===== config.mk =====
export PLATFORM = sky130hd
export DESIGN_NAME = instr_loader
export DESIGN_NICKNAME = d
export VERILOG_FILES = /design/src/rtl/instr_loader.sv
export SDC_FILE = /design/constraint.sdc
export NUM_CORES = 1
export LEC_CHECK = 0
export CAP_MARGIN = 10
export CORE_MARGIN = 2
export CORE_UTILIZATION = 50
export CTS_BUF_LIST = sky130_fd_sc_hd__clkbuf_8
export CTS_CLUSTER_DIAMETER = 50
export DETAILED_ROUTE_END_ITERATION = 16
export GPL_ROUTABILITY_DRIVEN = 0
export HOLD_SLACK_MARGIN = 0.08
export PLACE_DENSITY = 0.8
export SYNTH_ARGS = -nofsm -noshare
export SYNTH_HDL_FRONTEND = slang
export SYNTH_SLANG_ARGS = --single-unit

===== constraint.sdc =====
create_clock -name clock -period 2.4 [get_ports clock]
set_input_delay 0.48 -clock clock [delete_from_list [all_inputs] [get_ports clock]]
set_output_delay 0.48 -clock clock [all_outputs]
set_load 0.005 [all_outputs]

===== src/rtl/instr_loader.sv =====
// -----------------------------------------------------------------------------
// instr_loader
//
// Boot-time program loader placed in front of the core's instruction memory.
// A byte stream arrives over a valid/ready handshake. It starts with a
// big-endian 16-bit word count N, followed by N big-endian 32-bit words.
// Each word is written to consecutive word addresses starting at BASE_ADDR.
// core_run is raised once the whole image has been written.
//
// Optional build macro: LOADER_CHECKSUM_EN
//   When this macro is defined, one extra byte follows the payload. That byte
//   must equal the XOR of every preceding byte, including the length bytes.
//   If it does not match, the load ends in ERROR. Words already written stay
//   in memory, but core_run is not raised.
//
// Parameters:
//   BASE_ADDR     byte address of the first word (must be 4-aligned)
//   MAX_WORDS     largest accepted image in words (<= 65535)
//
// Ports:
//   clock         system clock, rising-edge active
//   reset_n       synchronous active-low reset
//   start         one-cycle pulse; begins a load from IDLE, DONE or ERROR
//   in_valid      in_data holds a byte
//   in_data       stream byte
//   in_ready      loader accepts a byte this cycle
//   imem_we       instruction-memory write strobe (one cycle per word)
//   imem_addr     byte address of the pending or last write
//   imem_wdata    word being written
//   core_run      image complete; core may fetch
//   busy          load in progress
//   error         load aborted
//   words_loaded  words written in the current or last load
// -----------------------------------------------------------------------------
// state  | meaning
// IDLE   | waiting for start after reset
// LEN_HI | expecting length byte [15:8]
// LEN_LO | expecting length byte [7:0]
// WORD   | assembling payload words, 4 bytes each, MSB first
// CHK    | expecting checksum byte (LOADER_CHECKSUM_EN only)
// DONE   | image complete, core_run once the final write has retired
// ERROR  | load aborted, waiting for start
// -----------------------------------------------------------------------------
module instr_loader #(
    parameter logic [31:0] BASE_ADDR = 32'h0000_0000,
    parameter int unsigned MAX_WORDS = 1024
) (
    input  logic        clock,
    input  logic        reset_n,
    input  logic        start,
    input  logic        in_valid,
    input  logic [7:0]  in_data,
    output logic        in_ready,
    output logic        imem_we,
    output logic [31:0] imem_addr,
    output logic [31:0] imem_wdata,
    output logic        core_run,
    output logic        busy,
    output logic        error,
    output logic [15:0] words_loaded
);

    localparam logic [15:0] MAX_LEN = 16'(MAX_WORDS);

    typedef enum logic [2:0] {
        IDLE,
        LEN_HI,
        LEN_LO,
        WORD,
`ifdef LOADER_CHECKSUM_EN
        CHK,
`endif
        DONE,
        ERROR
    } state_t;

    // The state entered once the payload (or an empty image) has been consumed.
`ifdef LOADER_CHECKSUM_EN
    localparam state_t END_STATE = CHK;
`else
    localparam state_t END_STATE = DONE;
`endif

    state_t      state, state_nx;
    logic [15:0] len_q;
    logic [15:0] word_idx;
    logic [1:0]  byte_cnt;
    logic [23:0] shift_q;
`ifdef LOADER_CHECKSUM_EN
    logic [7:0]  xor_q;
`endif

    logic        xfer;
    logic        start_ok;
    logic        last_word;
    logic [15:0] len_full;

    assign busy      = (state == LEN_HI) || (state == LEN_LO) || (state == WORD)
`ifdef LOADER_CHECKSUM_EN
                       || (state == CHK)
`endif
                       ;
    assign in_ready  = busy;
    assign error     = (state == ERROR);
    // The final word is registered on the same edge that enters DONE.
    // Holding core_run low while that write is still pending keeps the core
    // from starting until the image is actually in memory.
    assign core_run  = (state == DONE) && !imem_we;

    assign xfer      = in_valid && in_ready;
    assign start_ok  = start && !busy;
    assign len_full  = {len_q[15:8], in_data};
    assign last_word = (word_idx == len_q - 16'd1);

    always_comb begin
        state_nx = state;
        case (state)
            IDLE: begin
                if (start) state_nx = LEN_HI;
            end
            LEN_HI: begin
                if (xfer) state_nx = LEN_LO;
            end
            LEN_LO: begin
                if (xfer) begin
                    if (len_full == 16'd0)
                        state_nx = END_STATE;
                    else if (len_full > MAX_LEN)
                        state_nx = ERROR;
                    else
                        state_nx = WORD;
                end
            end
            WORD: begin
                if (xfer && (byte_cnt == 2'd3) && last_word) state_nx = END_STATE;
            end
`ifdef LOADER_CHECKSUM_EN
            CHK: begin
                if (xfer) state_nx = (in_data == xor_q) ? DONE : ERROR;
            end
`endif
            DONE, ERROR: begin
                if (start) state_nx = LEN_HI;
            end
            default: state_nx = IDLE;
        endcase
    end

    always_ff @(posedge clock) begin
        if (!reset_n) begin
            state        <= IDLE;
            len_q        <= '0;
            word_idx     <= '0;
            byte_cnt     <= '0;
            shift_q      <= '0;
            imem_we      <= 1'b0;
            imem_addr    <= BASE_ADDR;
            imem_wdata   <= '0;
            words_loaded <= '0;
`ifdef LOADER_CHECKSUM_EN
            xor_q        <= '0;
`endif
        end else begin
            state   <= state_nx;
            imem_we <= 1'b0;
            if (start_ok) begin
                len_q        <= '0;
                word_idx     <= '0;
                byte_cnt     <= '0;
                imem_addr    <= BASE_ADDR;
                words_loaded <= '0;
`ifdef LOADER_CHECKSUM_EN
                xor_q        <= '0;
`endif
            end else begin
                if (imem_we) words_loaded <= words_loaded + 16'd1;
                if (xfer) begin
                    case (state)
                        LEN_HI: len_q[15:8] <= in_data;
                        LEN_LO: len_q[7:0]  <= in_data;
                        WORD: begin
                            byte_cnt <= byte_cnt + 2'd1;
                            if (byte_cnt == 2'd3) begin
                                imem_we    <= 1'b1;
                                imem_wdata <= {shift_q, in_data};
                                word_idx   <= word_idx + 16'd1;
                                // The address points at the pending write, so it
                                // only moves on after the first word of a load.
                                if (word_idx != 16'd0) imem_addr <= imem_addr + 32'd4;
                            end else begin
                                shift_q <= {shift_q[15:0], in_data};
                            end
                        end
                        default: ;
                    endcase
`ifdef LOADER_CHECKSUM_EN
                    if (state != CHK) xor_q <= xor_q ^ in_data;
`endif
                end
            end
        end
    end

endmodule


==> results of run 1 <==
[metal layers]
metal / GRT usage (%) / share of wire [%]
met1: 30.0 / 46
met5: 0 / 0
met4: 8.67 / 1.8
met3: 7.12 / 6.7
met2: 35.4 / 46
[timing repair]
| item | in CTS | in global routing |
|---|---|---|
| setup endpoints to repair | 1 | 4 |
| gates cloned | 0 | 0 |
| resized for setup | 1 | 16 |
| hold endpoints to repair | 0 | 0 |
| pin swaps | 0 | 4 |
[cells in the final DEF, fill, tap and decap left out, types with 20 or more instances in the layout]
master	instances
xnor2_1	23
xor2_1	45
clkbuf_8	20
buf_4	40
nand2_1	168
nor2_1	59
nand4_1	24
dfxtp_1	138
clkdlybuf4s50_1	94
nand3_1	28
a21oi_1	89
[worst max-delay path by stage]
stage | start | end | slack (ns) | cells past startpoint
after global placement | in_valid | state[2]$_SDFFE_PN0P_ | -0.21 | 7
after floorplan | len_q[0]$_SDFFE_PP0P_ | state[2]$_SDFFE_PN0P_ | 0.08 | 8
after global routing | len_q[1]$_SDFFE_PP0P_ | state[2]$_SDFFE_PN0P_ | 0.02 | 8
after detailed placement | in_valid | state[1]$_SDFFE_PN0P_ | -0.22 | 7
final | len_q[1]$_SDFFE_PP0P_ | state[2]$_SDFFE_PN0P_ | 0.13 | 8
after CTS | len_q[0]$_SDFFE_PP0P_ | state[2]$_SDFFE_PN0P_ | 0.05 | 8
[flip-flops by register name (all words and copies together), names as in the netlist]
register,cells
byte_cnt,2
imem_addr,30
imem_wdata,32
imem_we,1
len_q,16
shift_q,24
state,3
word_idx,16
words_loaded,16
[worst max-delay path, stage by stage (launching register included)]
cell and delay (ns):
dfxtp_2 0.32, inv_1 0.08, ha_4 0.21, xnor2_2 0.13, nor4_2 0.26, nand3_1 0.10, or4_4 0.50, or4_4 0.49
a21oi_2 0.12
[power by group]
group,total (mW),switching (mW),internal (mW)
logic,0.993,0.576,0.418
registers,2.42,0.0536,2.37
clock network,1.89,0.891,0.996
total,5.30,1.52,3.78
[kinds of logic (layout without fill, tap and decap cells)]
logic type / Yosys count / in the layout
multiplexers: 6 / 6
other: 1 / 2
adder cells (fa/ha/maj): 6 / 6
AND/OR/NAND/NOR: 355 / 355
XOR/XNOR: 71 / 71
buffers and inverters: 60 / 183
AO/OA/AOI/OAI: 127 / 127
flip-flops: 140 / 140
[cell type report]
class,count,area [um^2]
inverters,13,48.8
flip-flops and latches,140,2810
multi-input cells,567,3240
fillers,978,4040
clock buffers,20,275
clock inverters,12,123
repair buffers,138,1320
well taps,168,210
[stage by stage]
step | cells | TNS (ns)
6_report | 1058 | 0
3_5_place_dp | 1026 | -3.50
5_1_grt | 1058 | 0
2_1_floorplan | 767 | 0
3_3_place_gp | 1026 | -2.45
4_1_cts | 1058 | 0
==> results.toml, run 1 <==
[synthesis]
syn_inst = 766
synth_xor_area_share_pct = 10.3
synth_cell_type_count = 55
synth_compound_area_share_pct = 11.5
synth_edf_count = 0
avgSynthCellArea_um2 = 8.10
yosysSeqAreaShare_pct = 45.2
synth_top_family_by_area = "simple AND/OR/NAND/NOR gates"
ys_top_cells_by_area = "dfxtp_1, nand2_1, a21oi_1, xor2_1, nor2_1"
yosysWarnings = 0
synth-async-reset-ratio_pct = 0
synthAdderAreaFrac_pct = 1.21
yosys.area_share.simple_pct = 26.8
synthTopCellsByCount = "nand2_1, dfxtp_1, a21oi_1"
synthMostInstantiatedCell = "nand2_1"
synth_area_um2 = 6200
synthFlopType = "dfxtp_1"
synth_top_area_share_pct = 45.2
synth_mux_area_share_pct = 0.989
yosysTopAreaCell = "dfxtp_1"
ys_ff_latch = 140

[worst_setup_path]
path_class = "flip-flop to flip-flop"
rr_startpoint = "len_q[1]$_SDFFE_PP0P_"
reg2reg_depth = 8
critPathArrivalTime_ns = 2.66
cp-start-kind = "flip-flop"
worstPathMaxFanout = 2
r2r_end = "state[2]$_SDFFE_PN0P_"
endpoint_kind = "flip-flop"
worst_ep_required_time_ns = 2.79
r2r_slack_ns = 0.13

[place]
dpl_worst_slack_ns = -0.219
placed_area_um2 = 7540
hpwl_um = 9980
io_buffers = 94

[cts]
cts_setup_buffers = 0
cts_sinks = 140
cts_tree = "built"
cts_inserted_buffers = 17
clk_path_buf_depth = 2
cts_root_buffer = "clkbuf_8"
htreeDepth = 4
hold_buffers = 0
insertion_delay_ns = 0.45
clk_pin_slew_ns = 0.08

[final_layout]
final_nets = 895
fin_util_pct = 66.5
num_antenna_cells = 0
area_growth_pct = 29.4
fin_area_um2 = 8020
drive_gt1_share_pct = 10.6

[detailed_routing]
drc_errors = 0
first_pass_iters = 5
totalWireLength_um = 14800
vias_per_cell = 5.30
final_antenna_net_count = 0
via_count = 5612
wire_per_inst_um = 14.0
first_iter_violations = 376

[floorplanning]
die_y_um = 115
core-area_um2 = 12100
initial_utilization_pct = 51.4
pin_count = 97
std_cell_rows = 40
fp.dieW_um = 115
die_area_um2 = 13300

[timing]
skew_ns = 0.00797
setup_viol = 0
fin_crit_sh_pct = 94.7
hold_slack_ns = 0.455
fmax_mhz = 440
tightest_slew_ns = 0.520
relSlewSlack_pct = 65.0
worst_slack_ns = 0.127
hold_violations = 0
rsz0062_at_grt = "false"
drv_slew = 0
period_needed_ns = 2.27

[global_routing]
grt.overflow.total = 0
grt_pass1_wl_um = 24400
grt_start_max_net_pins = 82
track_usage_pct = 22.9
grt_pass1_vias = 5147
antenna_found_initial = 0

[power_and_ir_drop]
ir_drop_v = 0.000488
power.total_mw = 5.30
power.leakage_nw = 2.79
powerDensity_nw_per_um2 = 661

[min_path]
hold_path_startpoint = "shift_q[16]$_SDFFE_PN0P_"
hp-class = "flip-flop to flip-flop"
min_to = "imem_wdata[24]$_SDFFE_PN0P_"
hold-path-cell-count = 2

[run]
maxCapViolations = 0

[outcome]
status = "finished clean"
Power figures use the tool's default switching activity.
==> run 2, diff against run 1 <==
--- a/config.mk
+++ b/config.mk
@@ -14,6 +14,7 @@
 export GPL_ROUTABILITY_DRIVEN = 0
 export HOLD_SLACK_MARGIN = 0.08
 export PLACE_DENSITY = 0.8
+export REMOVE_ABC_BUFFERS = 1
 export SYNTH_ARGS = -nofsm -noshare
 export SYNTH_HDL_FRONTEND = slang
 export SYNTH_SLANG_ARGS = --single-unit
==> results.toml, run 2 (synthesis results as in run 1) <==
[floorplanning]
initial_utilization_pct = 51.4
core-area_um2 = 12100
die_area_um2 = 13300
std_cell_rows = 40
die_y_um = 115
fp.dieW_um = 115
pin_count = 97

[cts]
cts_sinks = 140
cts_root_buffer = "clkbuf_8"
cts_inserted_buffers = 17
cts_tree = "built"
clk_pin_slew_ns = 0.08
clk_path_buf_depth = 2
htreeDepth = 4
hold_buffers = 0
insertion_delay_ns = 0.45

[power_and_ir_drop]
power.total_mw = 5.54
ir_drop_v = 0.000382
clkPwrFrac_pct = 38.0
p_comb_share_pct = 18.4
swShare_pct = 28.6
p_int_mw = 3.96
p_seq_share_pct = 43.6
powerDensity_nw_per_um2 = 689
power.leakage_nw = 2.80
p_sw_mw = 1.59

[final_layout]
fin_area_um2 = 8050
num_antenna_cells = 0
largest_reg_flops = 32
largest_register = "imem_wdata"
n_fill_cell = 982
reg_top3 = "imem_wdata (32), imem_addr (30), shift_q (24)"
final_cell_mix = "nand2_1, dfxtp_1, clkdlybuf4s50_1"
final_common_cell = "nand2_1"
final_nets = 895
drive_gt1_share_pct = 10.7
area_growth_pct = 29.7

[min_path]
hp-class = "flip-flop to flip-flop"
hold_path_startpoint = "shift_q[23]$_SDFFE_PN0P_"
min_to = "imem_wdata[31]$_SDFFE_PN0P_"
hold-path-cell-count = 2

[place]
placed_area_um2 = 7530
hpwl_um = 10100
io_buffers = 94

[global_routing]
grt_start_max_net_pins = 47
antenna_found_initial = 0
track_usage_pct = 22.9
grt.overflow.total = 0
grt_pass1_wl_um = 24500
grt_pass1_vias = 5188

[timing]
hold_violations = 0
fin_crit_sh_pct = 96.3
setup_viol = 0
skew_ns = 0.00959
tightest_slew_ns = 0.526
fmax_mhz = 433
relSlewSlack_pct = 64.6
period_needed_ns = 2.31
drv_slew = 0

[detailed_routing]
totalWireLength_um = 14900
drc_errors = 0
final_antenna_net_count = 0
first_pass_iters = 5
wire_per_inst_um = 14.1
vias_per_cell = 5.36
via_count = 5675
first_iter_violations = 493

[worst_setup_path]
rr_startpoint = "len_q[9]$_SDFFE_PP0P_"
cp-start-kind = "flip-flop"
r2r_end = "state[2]$_SDFFE_PN0P_"
path_class = "flip-flop to flip-flop"
endpoint_kind = "flip-flop"
critPathArrivalTime_ns = 2.68
r2r_slack_ns = 0.09
worstPathMaxFanout = 5
worst_ep_required_time_ns = 2.77
reg2reg_depth = 6

[run]
maxCapViolations = 0

[outcome]
status = "finished clean"
==> run 2: per-layer routing <==
metal / up-vias / routed length [um] / GRT usage (%)
met5: - / 0 / 0
met4: 0 / 261 / 8.43
met3: 24 / 824 / 5.11
met2: 174 / 7210 / 38.0
met1: 2647 / 6610 / 29.3
li1: 2830 / - / -
==> run 2: worst max-delay path by stage <==
stage                                from                          to  slack, ns  cells past startpoint
floorplan           state[1]$_SDFFE_PN0P_  imem_addr[29]$_SDFFE_PP0P_      -0.68                      6
global placement                 in_valid       state[2]$_SDFFE_PN0P_      -0.19                      7
detailed placement               in_valid       state[2]$_SDFFE_PN0P_      -0.26                      7
CTS                 len_q[0]$_SDFFE_PP0P_       state[2]$_SDFFE_PN0P_       0.02                      8
global route        len_q[1]$_SDFFE_PP0P_       state[1]$_SDFFE_PN0P_      -0.04                      8
finish              len_q[9]$_SDFFE_PP0P_       state[2]$_SDFFE_PN0P_       0.09                      6
==> run 2: per-stage QoR <==
step / hold slack (ns) / util (%) / setup slack, ns / TNS (ns) / instances
3_3_place_gp: 0.441 / 62.4 / -0.194 / -1.81 / 1026
2_1_floorplan: 0.432 / - / -0.683 / -9.87 / 720
5_1_grt: 0.463 / 66.7 / -0.0374 / -0.0507 / 1058
4_1_cts: 0.446 / 66.1 / 0.0196 / 0 / 1058
3_5_place_dp: 0.445 / 62.4 / -0.264 / -2.78 / 1026
6_report: 0.445 / 66.7 / 0.0888 / 0 / 1058
==> run 2: what timing repair did <==
| action | in CTS | in global routing |
|---|---|---|
| setup endpoints to repair | 1 | 4 |
| gates resized for setup | 1 | 12 |
| pin swaps | 0 | 6 |
| buffers inserted | 0 | 0 |
==> run 2: worst max-delay path: stages, from the launching register on <==
cell and delay [ns]:
dfxtp_1 0.36, or3_1 0.39, or4_4 0.49, a211oi_2 0.28, o2111ai_1 0.13, or4_1 0.48
a21oi_1 0.12
==> run 2: final cells by class <==
class	count	area [um^2]	area share, %
repair buffers	138	1310	16.3
flip-flops and latches	140	2810	34.9
clock inverters	14	194	2.41
clock buffers	18	248	3.08
well taps	168	210	2.61
multi-input cells	567	3230	40.1
inverters	13	48.8	0.607
==> run 2: power groups by stage <==
stage | clock, mW | sequential (mW) | combinational (mW)
6_report | 2.10 | 2.42 | 1.02
2_1_floorplan | 0 | 2.49 | 0.568
3_5_place_dp | 0 | 2.47 | 0.972
4_1_cts | 2.13 | 2.41 | 0.983
3_3_place_gp | 0 | 2.47 | 0.964
5_1_grt | 2.22 | 2.42 | 1.11
